--- config.mk ---
export PLATFORM = sky130hd
export DESIGN_NAME = rf_writeback_queue
export DESIGN_NICKNAME = d
export VERILOG_FILES = /design/src/rtl/rf_pkg.sv /design/src/rtl/rf_fwd_match.sv /design/src/rtl/rf_writeback_queue.sv
export SDC_FILE = /design/constraint.sdc
export NUM_CORES = 1
export LEC_CHECK = 0
export BUFFER_PORTS_ARGS = -buffer_cell sky130_fd_sc_hd__clkbuf_2
export CAP_MARGIN = 20
export CORE_ASPECT_RATIO = 1.1
export CORE_UTILIZATION = 40
export DETAILED_ROUTE_END_ITERATION = 7
export GPL_ROUTABILITY_DRIVEN = 0
export PLACE_DENSITY = 0.62
export SYNTH_ARGS = -nofsm -noshare
export SYNTH_HDL_FRONTEND = slang
export SYNTH_SLANG_ARGS = --single-unit
--- constraint.sdc ---
create_clock -name clk -period 4.5 [get_ports clk]
set_input_delay 0.675 -clock clk [delete_from_list [all_inputs] [get_ports clk]]
set_output_delay 0.675 -clock clk [all_outputs]
set_load 0.02 [all_outputs]
--- src/rtl/rf_pkg.sv ---
// Shared register-file types and constants for the writeback path.
package rf_pkg;

  localparam int unsigned XLEN     = 32;
  localparam int unsigned AW       = 5;
  localparam int unsigned NUM_REGS = 32;

  typedef logic [AW-1:0]   rf_addr_t;
  typedef logic [XLEN-1:0] rf_word_t;

  typedef struct packed {
    rf_addr_t addr;
    rf_word_t data;
  } wb_entry_t;

endpackage

--- src/rtl/rf_fwd_match.sv ---
// Youngest-match search over the queued writeback entries.
// Entries arrive ordered oldest (index 0) to youngest (index DEPTH-1).
// Built only when RF_WB_FWD_EN is defined.
module rf_fwd_match
  import rf_pkg::*;
#(
  parameter int unsigned DEPTH = 4
) (
  input  wb_entry_t [DEPTH-1:0] entries,
  input  logic [DEPTH-1:0]      valid,
  input  logic [AW-1:0]         addr,
  output logic                  hit,
  output logic [XLEN-1:0]       data
);

  // Later (younger) matches override earlier ones; x0 never matches.
  always_comb begin
    hit  = 1'b0;
    data = '0;
    if (addr != '0) begin
      for (int unsigned i = 0; i < DEPTH; i++) begin
        if (valid[i] && (entries[i].addr == addr)) begin
          hit  = 1'b1;
          data = entries[i].data;
        end
      end
    end
  end

endmodule

--- src/rtl/rf_writeback_queue.sv ---
// In-order writeback FIFO in front of the register file's single write port.
// Optional feature macro RF_WB_FWD_EN: when defined, queued values are
// forwarded to the decode read ports; otherwise the fwd outputs are tied to 0
// and the core must stall while count != 0.
module rf_writeback_queue
  import rf_pkg::*;
#(
  parameter int unsigned DEPTH = 4
) (
  input  logic                   clk,
  input  logic                   reset,
  input  logic                   wb_valid,
  output logic                   wb_ready,
  input  logic [AW-1:0]          wb_addr,
  input  logic [XLEN-1:0]        wb_data,
  input  logic                   rf_grant,
  output logic                   rf_wr_en,
  output logic [AW-1:0]          rf_write_addr,
  output logic [XLEN-1:0]        rf_write_data,
  input  logic [AW-1:0]          fwd_rs1_addr,
  input  logic [AW-1:0]          fwd_rs2_addr,
  output logic                   fwd_rs1_hit,
  output logic [XLEN-1:0]        fwd_rs1_data,
  output logic                   fwd_rs2_hit,
  output logic [XLEN-1:0]        fwd_rs2_data,
  output logic [$clog2(DEPTH):0] count
);

  localparam int unsigned PW      = $clog2(DEPTH);
  localparam logic [PW:0] DEPTH_C = (PW+1)'(DEPTH);

  wb_entry_t       mem_q [DEPTH];
  logic [PW-1:0]   rd_ptr_q, wr_ptr_q;
  logic [PW:0]     count_q;
  logic            push, pop, empty;
  wb_entry_t       head;

  assign empty    = (count_q == '0);
  assign wb_ready = (count_q < DEPTH_C);
  assign rf_wr_en = !empty && rf_grant;
  assign pop      = rf_wr_en;
  // x0 writes complete the handshake but are dropped here.
  assign push     = wb_valid && wb_ready && (wb_addr != '0);
  assign head     = mem_q[rd_ptr_q];
  assign count    = count_q;

  // Head entry drives the write port; zeros when nothing is queued.
  always_comb begin
    rf_write_addr = '0;
    rf_write_data = '0;
    if (!empty) begin
      rf_write_addr = head.addr;
      rf_write_data = head.data;
    end
  end

  // Pointer and occupancy update; pointers wrap naturally at DEPTH.
  always_ff @(posedge clk) begin
    if (reset) begin
      rd_ptr_q <= '0;
      wr_ptr_q <= '0;
      count_q  <= '0;
    end else begin
      if (push) wr_ptr_q <= wr_ptr_q + 1'b1;
      if (pop)  rd_ptr_q <= rd_ptr_q + 1'b1;
      count_q <= count_q + (PW+1)'(push) - (PW+1)'(pop);
    end
  end

  // Entry storage; validity is implied by count, so no reset is needed.
  always_ff @(posedge clk) begin
    if (push) begin
      mem_q[wr_ptr_q] <= '{addr: wb_addr, data: wb_data};
    end
  end

`ifdef RF_WB_FWD_EN
  wb_entry_t [DEPTH-1:0] age_ent;
  logic [DEPTH-1:0]      age_vld;

  // Rotate storage so index 0 is the oldest entry (the head).
  always_comb begin
    for (int unsigned i = 0; i < DEPTH; i++) begin
      age_ent[i] = mem_q[rd_ptr_q + PW'(i)];
      age_vld[i] = ((PW+1)'(i) < count_q);
    end
  end

  rf_fwd_match #(
    .DEPTH (DEPTH)
  ) u_fwd_rs1 (
    .entries (age_ent),
    .valid   (age_vld),
    .addr    (fwd_rs1_addr),
    .hit     (fwd_rs1_hit),
    .data    (fwd_rs1_data)
  );

  rf_fwd_match #(
    .DEPTH (DEPTH)
  ) u_fwd_rs2 (
    .entries (age_ent),
    .valid   (age_vld),
    .addr    (fwd_rs2_addr),
    .hit     (fwd_rs2_hit),
    .data    (fwd_rs2_data)
  );
`else
  logic unused_fwd_addr;
  assign unused_fwd_addr = ^{fwd_rs1_addr, fwd_rs2_addr};
  assign fwd_rs1_hit     = 1'b0;
  assign fwd_rs1_data    = '0;
  assign fwd_rs2_hit     = 1'b0;
  assign fwd_rs2_data    = '0;
`endif

  // Occupancy can never exceed the storage.
  a_count_bound : assert property (@(posedge clk) disable iff (reset) count_q <= DEPTH_C);

endmodule

=== Yosys cells after proc, flatten, opt, wreduce, memory -nomap -nowiden ===
Memories as Yosys holds them, arrays and structs flattened. A register that Yosys moved wholly into a read port is not among the register bits.
Cells that the tools add are included.

* Flip-flop bits (word level): 7
* Memory bits (writable): 148
* Input bits: 51
* Logic and storage cells: 21
* Memories kept: 1

* Add/sub/neg operators: 4
* Magnitude comparators: 1
* Multiplexer cells: 6
* Reduce and logical (&&, ||, !) cells: 6

{| class="wikitable"
|+ Memories
! memory !! words !! width !! read ports !! clocked after Yosys merged registers in !! write ports !! RTL line !! source
|-
| mem_q || 4 || 37 || 1 || 1 || 1 || rf_writeback_queue.sv:32 || <nowiki>wb_entry_t mem_q [DEPTH];</nowiki>
|}

{| class="wikitable"
|+ Operator list
! operator !! count
|-
| 32-bit two-way mux || 1
|-
| 5-bit two-way mux || 1
|-
| 5-bit nonzero test || 1
|-
| 2-bit by 1-bit adder with 2-bit output (second input constant) || 2
|-
| 2-bit two-way mux || 2
|-
| 3-bit by 1-bit adder with 3-bit output || 1
|-
| 1-bit logical AND || 3
|-
| 3-bit logical NOT || 1
|-
| 3-bit less-than comparator (second input constant) || 1
|-
| 3-bit by 1-bit subtractor with 3-bit output || 1
|-
| 1-bit two-way mux || 2
|-
| 1-bit logical NOT || 1
|}

=== Depth between registers and ports, before layout ===
* Depth in word-level cells: 5
* Gate-level depth with buffers: 10
* Mapped depth without buffers: 10

=== Worst setup path after synthesis ===
No wires, ideal clock.

* Kind: input-to-reg
* From: input wb_addr[1]
* To: register count_q[2] (netlist: count[2])
* Setup time: 125 ps
* Arrival: 2223 ps
* Data required time: 4375 ps
* Setup slack: 2151 ps
* Stages on the path: 10
* Path buffers: 0
* Path through: nor3_1 > a21oi_1 > inv_1 > ha_1 > inv_1 > ha_1 > fa_1 > xnor2_1 > xnor2_1 > nor2_1

* Longest elaborated chain between the ends: 4

{| class="wikitable"
|+ RTL lines
! what !! RTL line !! source
|-
| from (decl) || rf_writeback_queue.sv:14 || <nowiki>input logic [AW-1:0] wb_addr,</nowiki>
|-
| 5-bit nonzero test || rf_writeback_queue.sv:43 || <nowiki>assign push = wb_valid && wb_ready && (wb_addr != '0);</nowiki>
|-
| 1-bit logical AND || rf_writeback_queue.sv:43 ||
|-
| 3-bit by 1-bit adder with 3-bit output || rf_writeback_queue.sv:66 || <nowiki>count_q <= count_q + (PW+1)'(push) - (PW+1)'(pop);</nowiki>
|-
| 3-bit by 1-bit subtractor with 3-bit output || rf_writeback_queue.sv:66 ||
|-
| to (signal assigned) || rf_writeback_queue.sv:66 ||
|-
| to (decl) || rf_writeback_queue.sv:34 || <nowiki>logic [PW:0] count_q;</nowiki>
|}

Every way passes these cells.
A chain may end at the register's enable or synchronous reset.

==> flow_metrics.tcl <==
set metrics [dict create \
    rsz0062_at_grt "false" \
    met3_usage 0.0426 \
    drive_above_1_share 0.330 \
    tns_ns 0 \
    chipWidth_microns 125 \
    peakVddDrop_mv 0.596 \
    postCtsSetupRepairBufs 0 \
    synth_common_cells "edfxtp_1 (148), buf_4 (67), mux4_2 (32), nor2b_1 (31), inv_1 (10)" \
    synth_edf_count 148 \
    synth_xor_area_frac 0.00396 \
    clock-sinks 157 \
    track_usage 0.135 \
    p_leak_nw 2.76 \
    hold_class "in2reg" \
    grt_pass1_wl_mm 16.6 \
    diodes 0 \
    synth_mux_area_frac 0.128 \
    cp_data_arrival_time_ns 2.24 \
    slew_viol_final 0 \
    crit_path_start_kind "flip-flop" \
    dr.pass1.iters 7 \
    layout_setup_ws_ns 1.58 \
    rows 49 \
    cp.required_ns 3.83 \
    cts_resized 0 \
    clk_path_buf_depth 2 \
    critical_path.cell_chain "mux4_1, nor2b_1, clkbuf_2" \
    grtUsageMet2 0.236 \
    io-pin-count 159 \
    grt_busiest_layer "met2" \
    finalWirelength_mm 10.9 \
    port_buffers 82 \
    cts_tree "built" \
    tightest_slew_ns 1.05 \
    yosysMostFrequentCell "edfxtp_1" \
    cpPeakStageDelay_ns 0.85 \
    use_met1 0.156 \
    wl_per_cell_microns 16.4 \
    dominantRegCellSynth "edfxtp_1" \
    hpwl_mm 6.08 \
    cts.clk_slew.worst_paths_ns 0.06 \
    die_y_microns 137 \
    syn_area_per_cell_sq_um 18.7 \
    final.setup_skew_ns 0.00586 \
    cp_max_fo 37 \
    remaining_drc_errors 43 \
    synth_adder_area_share 0.0143 \
    num_vias 3122 \
    syn-cell-area_sq_um 6640 \
    cts_hold_buf 0 \
    yosysTopAreaCellShare 0.669 \
    die_area_sq_um 17100 \
    synth_top_family_by_area "multiplexers" \
    outcome "finished with violations" \
    cpMaxStageDelayCell "dfxtp_4" \
    p_total_mw 4.39 \
    initial_core_util 0.407 \
    post-route-min-period_ns 2.92 \
    fp.coreArea_sq_um 16300 \
    cts-htree-levels 4 \
    ys_top_cells_by_area "edfxtp_1 (67%), mux4_2 (11%), buf_4 (7.6%)" \
    slew_headroom 0.298 \
    gr-total-overflow 0 \
    grt_max_degree 40 \
    ys_seq_area_frac 0.696 \
    viasPerCell 4.70 \
    grt_pass1_vias 3063 \
    synth_warnings 0 \
    antenna_found_initial 0 \
    drt_iter0_drc 149 \
    violations "DRC" \
    synthToLayoutAreaGrowth_pct 14.4 \
    final-setup-viol-count 0 \
    synthArstFlopShare 0 \
    cts_root_buffer "clkbuf_16" \
    synth-compound-area-share 0.00904 \
    yosys.area_share.simple 0.0516 \
    maxCapViolCount 0 \
    critical_path_class "reg2out" \
    synthDistinctLibCells 31 \
    fmax_mhz 343 \
    fin_nets 505 \
    hold_viol 0 \
    fin_crit_sh 0.648 \
    cp-end-kind "output port" \
    ys_ff_latch 157 \
    numCtsBuffers 17 \
    insertion_delay_ns 0.41 \
    dp_slack_ns 1.67 \
    yosysTopAreaCell "edfxtp_1" \
    p_per_area_nw_per_um2 578 \
    antenna_left 0 \
    syn_inst 356 \
]
## routing by layer
| layer | up-vias | part of all wire |
|---|---|---|
| li1 | 1418 | - |
| met2 | 125 | 0.51 |
| met3 | 10 | 0.060 |
| met1 | 1569 | 0.42 |
| met5 | - | 0 |
| met4 | 0 | 0.013 |
## worst paths after layout
path / from / endpoint / slack, ns / depth (start not counted)
setup reg to reg: count[2] / count[2] / 2.13 / 10
setup / recovery: flip-flop / rf_write_addr[4] / 1.58 / 3
hold reg to reg: rd_ptr_q[1] / flip-flop / 0.51 / 2
hold / removal: wb_data[0] / mem_q[0][0] / 0.48 / 1
## cells in the final DEF (no fill, tap or decap), types with 2 or more instances in the layout
cell	instances
and2b_1	8
clkinv_2	4
nor2_1	4
nor2b_1	31
dfxtp_1	7
clkbuf_16	17
conb_1	66
clkbuf_2	82
buf_12	2
a21oi_1	2
mux4_2	32
xnor2_1	2
edfxtp_1	148
clkinvlp_4	3
a2111oi_0	2
inv_1	10
bufinv_16	2
and2_2	4
mux4_1	5
clkinv_1	4
ha_1	6
a311o_1	2
and4_1	2
## where the power goes
group	total (mW)	internal [mW]	switching, mW
clock network	1.33	0.804	0.522
logic	1.16	0.506	0.653
registers	1.91	1.75	0.152
total	4.39	3.06	1.33
## final cells by class
class	instances	area (sq um)
fill	1397	8710
clock buffer	18	429
sequential	157	4630
inverter	10	37.5
multi-input combinational	175	1640
clock inverter	14	126
timing repair buffer	86	485
tap	204	255
## logic make-up (layout without fill, tap and decap cells)
family,Yosys count,in the layout
buf+inv,89,128
other cells,1,66
simple gates,54,54
flops,157,157
compound gates,8,8
mux,37,37
fa+ha+maj,7,7
xor+xnor,3,3
## sequential cells by signal, summed over array words and instances, names as in the netlist, named ones only
| name | flops |
|---|---|
| mem_q | 148 |
| count | 3 |
| wr_ptr_q | 2 |
| rd_ptr_q | 2 |
## stage by stage
| step | util | cells | hold WS [ns] | area, sq um |
|---|---|---|---|---|
| 2_1_floorplan | - | 421 | 0.459 | 6890 |
| 3_3_place_gp | 0.428 | 629 | 0.461 | 6980 |
| 3_5_place_dp | 0.428 | 629 | 0.489 | 6980 |
| 4_1_cts | 0.462 | 661 | 0.458 | 7530 |
| 5_1_grt | 0.466 | 664 | 0.452 | 7600 |
| 6_report | 0.466 | 664 | 0.476 | 7600 |
## critical path: cells and delay by family (launching register included)
family,cells,cell delay [ns]
AND/OR/NAND/NOR,1,0.15
multiplexers,1,0.65
buffers and inverters,1,0.17
flip-flops,1,0.85
Power figures use the tool's default switching activity.
